File: config.mk
export PLATFORM = sky130hd
export DESIGN_NAME = dbg_uart_bridge
export DESIGN_NICKNAME = d
export VERILOG_FILES = /design/src/rtl/dbg_uart_pkg.sv /design/src/rtl/dbg_uart_phy.sv /design/src/rtl/dbg_uart_bridge.sv
export SDC_FILE = /design/constraint.sdc
export NUM_CORES = 1
export LEC_CHECK = 0
export ABC_AREA = 1
export CORE_MARGIN = 10
export CORE_UTILIZATION = 61
export DETAILED_ROUTE_END_ITERATION = 7
export PLACE_DENSITY = 0.95
export SYNTH_ARGS = -nofsm -noshare
export SYNTH_HDL_FRONTEND = slang
export SYNTH_HIERARCHICAL = 1
export SYNTH_SLANG_ARGS = --single-unit
File: constraint.sdc
create_clock -name clk -period 3.6 [get_ports clk]
set_input_delay 0.54 -clock clk [delete_from_list [all_inputs] [get_ports clk]]
set_output_delay 0.54 -clock clk [all_outputs]
set_load 0.02 [all_outputs]
File: src/rtl/dbg_uart_pkg.sv
// Shared types and frame constants for the UART debug bridge.
package dbg_uart_pkg;
  typedef enum logic [1:0] {COLLECT, WAIT, RESP} state_t;
  typedef enum logic [1:0] {RX_IDLE, RX_START, RX_DATA, RX_STOP} rx_state_t;

  localparam int FRAME_LEN = 9;
  localparam int RESP_LEN  = 5;

  localparam logic [7:0] STATUS_OK      = 8'h00;
  localparam logic [7:0] STATUS_TIMEOUT = 8'hFF;
  localparam logic [7:0] CMD_NOP        = 8'h00;
endpackage

File: src/rtl/dbg_uart_phy.sv
// 8N1 UART byte engine: synchronized RX deserializer and TX serializer.
module dbg_uart_phy import dbg_uart_pkg::*; #(
  parameter int CLKS_PER_BIT = 434
) (
  input  logic       clk,
  input  logic       rstn_i,
  input  logic       rx_line,
  output logic       tx_line,
  output logic [7:0] rx_byte,
  output logic       rx_valid,
  output logic       rx_frame_err,
  input  logic [7:0] tx_byte,
  input  logic       tx_start,
  output logic       tx_busy
);
  localparam int CW = $clog2(CLKS_PER_BIT);
  localparam logic [CW-1:0] BIT_LAST = CW'(CLKS_PER_BIT - 1);
  localparam logic [CW-1:0] BIT_HALF = CW'(CLKS_PER_BIT / 2 - 1);

  logic [1:0]    sync;
  logic          rx_s, rx_prev;
  rx_state_t     rx_st;
  logic [CW-1:0] rx_cnt;
  logic [2:0]    rx_bit;
  logic [7:0]    rx_sh;

  assign rx_s    = sync[1];
  assign rx_byte = rx_sh;

  always_ff @(posedge clk) begin
    if (!rstn_i) begin
      sync         <= 2'b11;
      rx_prev      <= 1'b1;
      rx_st        <= RX_IDLE;
      rx_cnt       <= '0;
      rx_bit       <= '0;
      rx_sh        <= '0;
      rx_valid     <= 1'b0;
      rx_frame_err <= 1'b0;
    end else begin
      sync         <= {sync[0], rx_line};
      rx_prev      <= rx_s;
      rx_valid     <= 1'b0;
      rx_frame_err <= 1'b0;
      rx_cnt       <= rx_cnt + 1'b1;
      case (rx_st)
        RX_IDLE: begin
          rx_cnt <= '0;
          if (rx_prev && !rx_s) rx_st <= RX_START;
        end
        // a start bit that has gone high again by mid-bit is treated as a glitch
        RX_START: if (rx_cnt == BIT_HALF) begin
          rx_cnt <= '0;
          rx_bit <= '0;
          rx_st  <= rx_s ? RX_IDLE : RX_DATA;
        end
        RX_DATA: if (rx_cnt == BIT_LAST) begin
          rx_cnt <= '0;
          rx_sh  <= {rx_s, rx_sh[7:1]};
          rx_bit <= rx_bit + 3'd1;
          if (rx_bit == 3'd7) rx_st <= RX_STOP;
        end
        RX_STOP: if (rx_cnt == BIT_LAST) begin
          rx_st        <= RX_IDLE;
          rx_valid     <= rx_s;
          rx_frame_err <= !rx_s;
        end
        default: rx_st <= RX_IDLE;
      endcase
    end
  end

  logic          tx_act, tx_last;
  logic [9:0]    tx_sh;
  logic [3:0]    tx_bit;
  logic [CW-1:0] tx_cnt;

  // busy drops in the final stop-bit cycle so the next byte follows with no gap
  assign tx_last = tx_act && (tx_bit == 4'd9) && (tx_cnt == BIT_LAST);
  assign tx_busy = tx_act && !tx_last;
  assign tx_line = tx_act ? tx_sh[0] : 1'b1;

  always_ff @(posedge clk) begin
    if (!rstn_i) begin
      tx_act <= 1'b0;
      tx_sh  <= '1;
      tx_bit <= '0;
      tx_cnt <= '0;
    end else if (tx_start && !tx_busy) begin
      tx_act <= 1'b1;
      tx_sh  <= {1'b1, tx_byte, 1'b0};
      tx_bit <= '0;
      tx_cnt <= '0;
    end else if (tx_act) begin
      if (tx_cnt == BIT_LAST) begin
        tx_cnt <= '0;
        tx_bit <= tx_bit + 4'd1;
        tx_sh  <= {1'b1, tx_sh[9:1]};
        if (tx_last) tx_act <= 1'b0;
      end else begin
        tx_cnt <= tx_cnt + 1'b1;
      end
    end
  end
endmodule

File: src/rtl/dbg_uart_bridge.sv
// UART command-frame front end: collects 9-byte frames, drives the debug port,
// and answers with a 5-byte status/read-data frame.
module dbg_uart_bridge import dbg_uart_pkg::*; #(
  parameter int CLKS_PER_BIT = 434,
  parameter int GAP_CYC      = 65536,
  parameter int TIMEOUT_CYC  = 4096
) (
  input  logic        clk,
  input  logic        rstn_i,
  input  logic        uart_rx_i,
  output logic        uart_tx_o,
  output logic [7:0]  dbg_cmd_o,
  output logic [31:0] dbg_addr_o,
  output logic [31:0] dbg_data_o,
  input  logic [31:0] dbg_data_i,
  input  logic        dbg_ready_i
);
  localparam int GW = $clog2(GAP_CYC + 1);
  localparam int TW = $clog2(TIMEOUT_CYC + 1);
  localparam logic [GW-1:0] GAP_LIM = GW'(GAP_CYC);
  localparam logic [TW-1:0] TO_LIM  = TW'(TIMEOUT_CYC - 1);

  logic [7:0]              rx_byte;
  logic                    rx_valid, rx_frame_err, tx_start, tx_busy;
  state_t                  state, state_nx;
  logic [3:0]              idx;
  logic [FRAME_LEN-2:0][7:0] fbuf;
  logic [GW-1:0]           gap_cnt;
  logic [TW-1:0]           wait_cnt;
  logic [2:0]              tx_idx;
  logic [RESP_LEN*8-1:0]   resp_sh;
  logic                    frame_done;

  dbg_uart_phy #(.CLKS_PER_BIT(CLKS_PER_BIT)) u_phy (
    .clk(clk), .rstn_i(rstn_i), .rx_line(uart_rx_i), .tx_line(uart_tx_o),
    .rx_byte(rx_byte), .rx_valid(rx_valid), .rx_frame_err(rx_frame_err),
    .tx_byte(resp_sh[RESP_LEN*8-1 -: 8]), .tx_start(tx_start), .tx_busy(tx_busy)
  );

  assign frame_done = rx_valid && (idx == 4'(FRAME_LEN - 1));

  always_ff @(posedge clk) begin
    if (!rstn_i) state <= COLLECT;
    else         state <= state_nx;
  end

  always_comb begin
    state_nx = state;
    tx_start = 1'b0;
    case (state)
      COLLECT: if (state == COLLECT && frame_done && fbuf[0] != CMD_NOP) state_nx = WAIT;
      WAIT:    if (dbg_ready_i || wait_cnt >= TO_LIM) state_nx = RESP;
      RESP:    if (!tx_busy) begin
        if (tx_idx == 3'(RESP_LEN)) state_nx = COLLECT;
        else                        tx_start = 1'b1;
      end
      default: state_nx = COLLECT;
    endcase
  end

  always_ff @(posedge clk) begin
    if (!rstn_i) begin
      idx        <= '0;
      fbuf       <= '0;
      gap_cnt    <= '0;
      wait_cnt   <= '0;
      tx_idx     <= '0;
      resp_sh    <= '0;
      dbg_cmd_o  <= CMD_NOP;
      dbg_addr_o <= '0;
      dbg_data_o <= '0;
    end else begin
      if (rx_valid || rx_frame_err) gap_cnt <= '0;
      else if (gap_cnt < GAP_LIM)   gap_cnt <= gap_cnt + 1'b1;
      case (state)
        COLLECT: begin
          wait_cnt <= '0;
          if (rx_frame_err) begin
            idx <= '0;
          end else if (rx_valid) begin
            if (frame_done) begin
              idx <= '0;
              // last byte goes straight to the port; a NOP frame is simply dropped
              if (fbuf[0] != CMD_NOP) begin
                dbg_cmd_o  <= fbuf[0];
                dbg_addr_o <= {fbuf[1], fbuf[2], fbuf[3], fbuf[4]};
                dbg_data_o <= {fbuf[5], fbuf[6], fbuf[7], rx_byte};
              end
            end else begin
              fbuf[idx[2:0]] <= rx_byte;
              idx            <= idx + 4'd1;
            end
          end else if (idx != '0 && gap_cnt >= GAP_LIM) begin
            idx <= '0;
          end
        end
        WAIT: begin
          tx_idx <= '0;
          if (wait_cnt < TO_LIM) wait_cnt <= wait_cnt + 1'b1;
          if (dbg_ready_i) begin
            dbg_cmd_o <= CMD_NOP;
            resp_sh   <= {STATUS_OK, dbg_data_i};
          end else if (wait_cnt >= TO_LIM) begin
            dbg_cmd_o <= CMD_NOP;
            resp_sh   <= {STATUS_TIMEOUT, 32'h0};
          end
        end
        RESP: if (tx_start) begin
          resp_sh <= resp_sh << 8;
          tx_idx  <= tx_idx + 3'd1;
        end
        default: ;
      endcase
    end
  end
endmodule

* Word-level counts from Yosys, hierarchy flattened
Index checks and enable logic that the tools add are counted.
** Operators by class
- Bitwise gates (word level) :: 3
- $lt $le $gt $ge :: 6
- Reduce and logical (&&, ||, !) cells :: 41
- Shift operators :: 0
- Divide/modulo/power cells :: 0
- Add/sub/neg operators :: 8
- Equality and inequality tests :: 28
- Multiply operators :: 0
- Multiplexer cells :: 52
** Operators with widths (count)
- $mux W40 :: 3
- $pmux W40 S2 :: 1
- $bwmux W64 :: 1
- $mux W8 :: 7
- $mux W9 :: 6
- $pmux W9 S3 :: 1
- $pmux W13 S2 :: 1
- $demux W8 S3 :: 1
- $mux W2 :: 10
- $add A9 B1 Y9 const B :: 2
- $eq A9 B9 Y1 const B :: 2
- $ne A2 B1 Y1 const B :: 9
- $add A17 B1 Y17 const B :: 1
- $ge A17 B17 Y1 const B :: 1
- $lt A17 B17 Y1 const B :: 1
- $mux W4 :: 4
- $pmux W8 S2 :: 1
- $add A13 B1 Y13 const B :: 1
- $ge A13 B12 Y1 const B :: 1
- $lt A13 B12 Y1 const B :: 1
- $mux W13 :: 1
- $ne A2 B2 Y1 const B :: 6
- $pmux W3 S2 :: 2
- $reduce_and A2 Y1 :: 6
- other kinds (28) :: 68
** Word-level totals
- Logic and storage cells :: 167
- Register bits :: 265
- Memory bits (read-only) :: 0
- Bits in latches :: 0
- Bits in writable memories :: 0
- Output and inout port bits :: 73
- Memories :: 0

* Depth between registers and ports, before layout
- Word-level depth :: 10
- Mapped depth :: 15
- Mapped depth without buffers :: 13

* Cells and area by module
Netlist, hierarchy kept.
** Modules (own cells, without submodules)
- dbg_uart_bridge :: area each 8883.5 sq um, instances 1, cells each 1172
- dbg_uart_phy :: area each 2369.8 sq um, instances 1, cells each 329

* Worst setup path after synthesis
OpenSTA, ideal clock, no wires.
- Kind :: reg-to-reg
- Start :: register u_phy.tx_cnt[0]
- End :: register u_phy.tx_sh[7]
- Data required time :: 3.487 ns
- Period minus slack after synthesis :: 2.008 ns
- Stages on the path, launching flop included :: 15
- Data arrival time :: 1.895 ns
- Slack :: 1.592 ns
- Path buffers :: 2
- Cell sequence :: dfxtp_1 ha_1 nand2_1 nor2_1 nand3_1 nand2_2 inv_1 nor2_4 buf_2 nand2_1 nand2_1 buf_4 o21ai_0 inv_1 nand2_1
** On the way
- Longest elaborated chain between the ends :: 9
- Elaborated cells between the ends (all ways) :: 12
- Classes of those cells :: eq/ne (1); mux (3); reduce/logical (8)
** Ends and longest elaborated chain
- start: declaration :: line dbg_uart_phy.sv:76 : logic [CW-1:0] tx_cnt;
- start signal: assignment :: line dbg_uart_phy.sv:101 : tx_cnt <= tx_cnt + 1'b1;
- $eq A9 B9 Y1 (*) :: line dbg_uart_phy.sv:79 : assign tx_last = tx_act && (tx_bit == 4'd9) && (tx_cnt == BIT_LAST);
- $logic_and A1 B1 Y1 (*) :: line dbg_uart_phy.sv:79
- $logic_not A1 Y1 (*) :: line dbg_uart_phy.sv:80 : assign tx_busy = tx_act && !tx_last;
- $logic_and A1 B1 Y1 (*) :: line dbg_uart_phy.sv:80
- via tx_busy :: line dbg_uart_bridge.sv:24 : logic rx_valid, rx_frame_err, tx_start, tx_busy;
- $mux W1 (*) :: line dbg_uart_bridge.sv:53 : RESP: if (!tx_busy) begin
- $mux W1 (*) :: line dbg_uart_bridge.sv:50 : case (state)
- via tx_start :: line dbg_uart_bridge.sv:24
- $logic_and A1 B1 Y1 (*) :: line dbg_uart_phy.sv:89 : end else if (tx_start && !tx_busy) begin
- $reduce_bool A2 Y1 (no source line)
- $reduce_and A2 Y1 (no source line)
- end signal: assignment :: line dbg_uart_phy.sv:91 : tx_sh <= {1'b1, tx_byte, 1'b0};
- end signal: assignment :: line dbg_uart_phy.sv:98 : tx_sh <= {1'b1, tx_sh[9:1]};
- end: declaration :: line dbg_uart_phy.sv:74 : logic [9:0] tx_sh;
The timed path passes the listed nets; every way through them passes the cells marked *.
A chain may end at the register's enable or synchronous reset.

* Worst setup path after layout
- Start :: register idx[1]
- End :: register dbg_cmd_o[3]
** On the way
- Longest elaborated chain between the ends :: 4
** Ends and longest elaborated chain
- start: declaration :: line dbg_uart_bridge.sv:26 : logic [3:0] idx;
- start signal: assignment :: line dbg_uart_bridge.sv:91 : idx <= idx + 4'd1;
- $eq A4 B4 Y1 :: line dbg_uart_bridge.sv:40 : assign frame_done = rx_valid && (idx == 4'(FRAME_LEN - 1));
- $logic_and A1 B1 Y1 :: line dbg_uart_bridge.sv:40
- $ne A2 B2 Y1 (no source line)
- $reduce_and A6 Y1 (no source line)
- end signal: assignment :: line dbg_uart_bridge.sv:85 : dbg_cmd_o <= fbuf[0];
- end: declaration :: line dbg_uart_bridge.sv:12 : output logic [7:0] dbg_cmd_o,
No other way between the ends.

==> metrics.md <==
| Metric | Value |
|---|---|
| CP Launch Type | `register` |
| # setup viols final | `0` |
| WHS | `0.408 ns` |
| Cell mode on critical path | `nand2_1` |
| Initial DRC Count | `808` |
| Pwr/cell area | `443 nW/um^2` |
| Hold Fails Final Rpt | `0` |
| Pin count of the biggest net entering global routing | `between 100 and 150` |
| HPWL Detailed | `roughly 18000 microns` |
| Row cnt | `just under 50` |
| Post-synth EDFFs | `0` |
| Worst Setup Path Type | `register to register` |
| Number of setup buffers added after CTS | `0` |
| Maximum vdd drop | `0.385 mV` |
| Fin crit share | `0.751` |
| CTS sink cnt | `265` |
| Placeable Area | `18100 sq um` |
| Root buf cell | `clkbuf_16` |
| Setup WS pre-CTS | `0.886 ns` |
| Status | `complete, no violations` |
| Multi-input gate area | `4940 sq um` |
| Cts repair resizes | `0` |
| Most frequent cells in the layout | `265 x dfxtp_1, 220 x nand2_1, 195 x nor2_1` |
| Mapped cell area | `about 11000 sq um` |
| Worst EP required | `approximately 4.1 ns` |
| Average vias per placed instance | `5.74` |
| Mean Syn Cell Area | `7.50 sq um` |
| Clk buf depth | `3` |
| Max-Slew Margin vs Limit | `0.326` |
| Routability cong. | `between 0.8 and 0.9` |
| RSZ-0062 raised after global routing | `no` |
| Cell accounting for the most synthesized area | `dfxtp_1` |
| Ratio of cells with drive above 1 in the final layout | `0.0631` |
| CP endpoint kind | `register` |
| CTS tree | `yes` |
| Initial Util | `0.622` |
| Wirelength per Cell | `between 15 and 20 microns` |
| Slowest CP cell | `nand3_4` |
| First-pass GRT wire length | `47300 microns` |
| Setup TNS | `0 ns` |
| Share of the synthesized area in the top cell type | `0.471` |
| IO Pins | `roughly 110` |
| Top post-synthesis cells by area | `dfxtp_1 47%, a21oi_1 7.8%, nand2_1 7.3%, nor2_1 6.5%, o21ai_0 6.4%` |
| H-tree level count | `1` |
| Nets | `around 1.6k` |
| Antenna violations before repair | `0` |
| Warning count from the yosys run | `6` |
| Drt first pass iters | `6` |
| Gate family responsible for the most delay along the worst path | `simple AND/OR/NAND/NOR gates` |
| Worst-path fanout max | `67` |
| Hold_buf cts | `0` |
| Fmax | `370 MHz` |
| Clk_lat worst skew | `between 0.5 and 0.6 ns` |
| Synthesized flop and latch total | `265` |
| CTS Buf Count | `26` |
| GRT Overall Usage | `0.225` |
| Commonest non-fill, non-tap cell in the layout | `dfxtp_1` |
| Fillcell total | `1237` |
| Die X | `156 microns` |
| Die Area | `24300 sq um` |
| DR vias | `roughly 10k` |
| Design Power | `5.83 mW` |
| Final Skew | `0.0171 ns` |
| Vias in the first global route | `around 10k` |
| Lkg Pwr | `between 4 and 5 nW` |
| Antenna cells | `0` |
| Clock transition at path regs | `0.06 ns` |
| Top_reg_cell synth | `dfxtp_1` |
| Slew Limit Fails | `0` |
| Yosys cell types | `42` |
| Share of flip-flops with an asynchronous set or reset | `0` |
| DRC errors left | `0` |
| DRT Wirelength | `28600 microns` |
| Max-capacitance violation count | `0` |
| Worst hold path class | `register to register` |
| Sequential cell area fraction in the yosys report | `0.471` |
| Worst-Margin Slew | `1.01 ns` |
| Crit path buf inv count | `1` |
| Slowest stage delay, CP | `0.56 ns` |
| Worst Setup Slack, final | `between 0.8 and 0.9 ns` |
| Die Span Y | `156 microns` |
| Seq. cell area | `5310 sq um` |
| Gate Count Post-Synth | `1501` |
| Syn nets | `around 1.6k` |
| Syn-to-layout area delta | `16.9%` |
| Post-DRT Antenna Nets | `0` |
| Global route overflow | `0` |
| Port Buf Inserts | `108` |
| Minimum clock period | `around 2.7 ns` |
| CP Cell Sequence | `inv_1 -> ha_1 -> nand2_2 -> nor3_2 -> nand3_4 -> nand2_1 -> nand2_2 -> nand2_1 -> nand2_1 -> nor2_1` |
| Worst Path Arrival | `3.17 ns` |
[worst reg2reg max path: stages (launching register included)]
cell	delay (ns)
dfxtp_1	0.39
inv_1	0.16
ha_1	0.19
nand2_2	0.08
nor3_2	0.22
nand3_4	0.56
nand2_1	0.58
nand2_2	0.17
nand2_1	0.13
nand2_1	0.05
nor2_1	0.11
[power breakdown]
group | switching, mW | internal (mW)
combinational | 0.104 | 0.0722
sequential | 0.00746 | 2.94
clock | 1.12 | 1.59
total | 1.23 | 4.60
[sequential cells by signal (all words and copies together), names as in the netlist, 3 cells and up, named ones only]
signal / cells
tx_idx: 3
u_phy/rx_byte: 8
u_phy/tx_cnt: 9
u_phy/tx_bit: 4
idx: 4
gap_cnt: 17
dbg_data_o: 32
dbg_cmd_o: 8
u_phy/rx_cnt: 9
fbuf: 64
dbg_addr_o: 32
wait_cnt: 13
u_phy/rx_bit: 3
u_phy/tx_sh: 9
resp_sh: 40
[cells in the mapped netlist, types with 2 or more instances]
cell type	count
buf_2	28
dfxtp_1	265
nand3_2	2
inv_1	157
nand4_1	9
buf_6	6
inv_2	9
clkbuf_2	2
nand3b_1	12
nor2_4	9
a21oi_1	175
xnor2_1	4
nor2_2	6
nor3_1	13
buf_1	3
nor2_1	196
nand2_2	6
a22oi_1	24
nand2_4	3
or2_2	7
xor2_1	16
o21ai_0	143
nand3_1	101
buf_4	7
nand2_1	220
clkbuf_1	29
o21ai_1	19
ha_1	15
nor3_2	2
[logic make-up after synthesis]
group | share of synthesized area
adder cells (fa/ha/maj) | 0.0167
AND/OR/NAND/NOR | 0.237
XOR/XNOR | 0.0156
AO/OA/AOI/OAI | 0.169
flip-flops | 0.471
buffers and inverters | 0.0909
[per-stage QoR]
step | cells | utilization | cell area [sq um]
6_report | 1813 | 0.727 | 13200
5_1_grt | 1813 | 0.727 | 13200
3_3_place_gp | 1770 | 0.681 | 12300
3_5_place_dp | 1770 | 0.681 | 12300
4_1_cts | 1813 | 0.727 | 13200
2_1_floorplan | 1501 | - | 11300
[area by class of cell]
cell class | count | share of cell area
Sequential cell | 265 | 0.403
Multi-Input combinational cell | 993 | 0.376
Timing Repair Buffer | 115 | 0.0870
Clock buffer | 37 | 0.0572
Inverter | 168 | 0.0481
Tap cell | 229 | 0.0218
Clock inverter | 6 | 0.00695
[routing by layer]
metal	track usage	up-vias	part of all wire
met4	0.0859	0	0.032
met3	0.0452	89	0.083
met2	0.392	494	0.49
met5	0	-	0
met1	0.268	4813	0.39
li1	-	5017	-
[path summary, 6_finish.rpt]
check,slack (ns),start,cells after the start,endpoint
worst min-delay path,0.41,u_phy/sync[0]$_SDFF_PN1_,1,u_phy/sync[1]$_SDFF_PN1_
worst max-delay path,0.90,idx[1]$_SDFFE_PN0P_,10,dbg_cmd_o[3]$_SDFFE_PN0P_
worst max register to register,0.90,idx[1]$_SDFFE_PN0P_,10,dbg_cmd_o[3]$_SDFFE_PN0P_
worst min register to register,0.41,u_phy/sync[0]$_SDFF_PN1_,1,u_phy/sync[1]$_SDFF_PN1_
(Power assumes the default switching activity.)
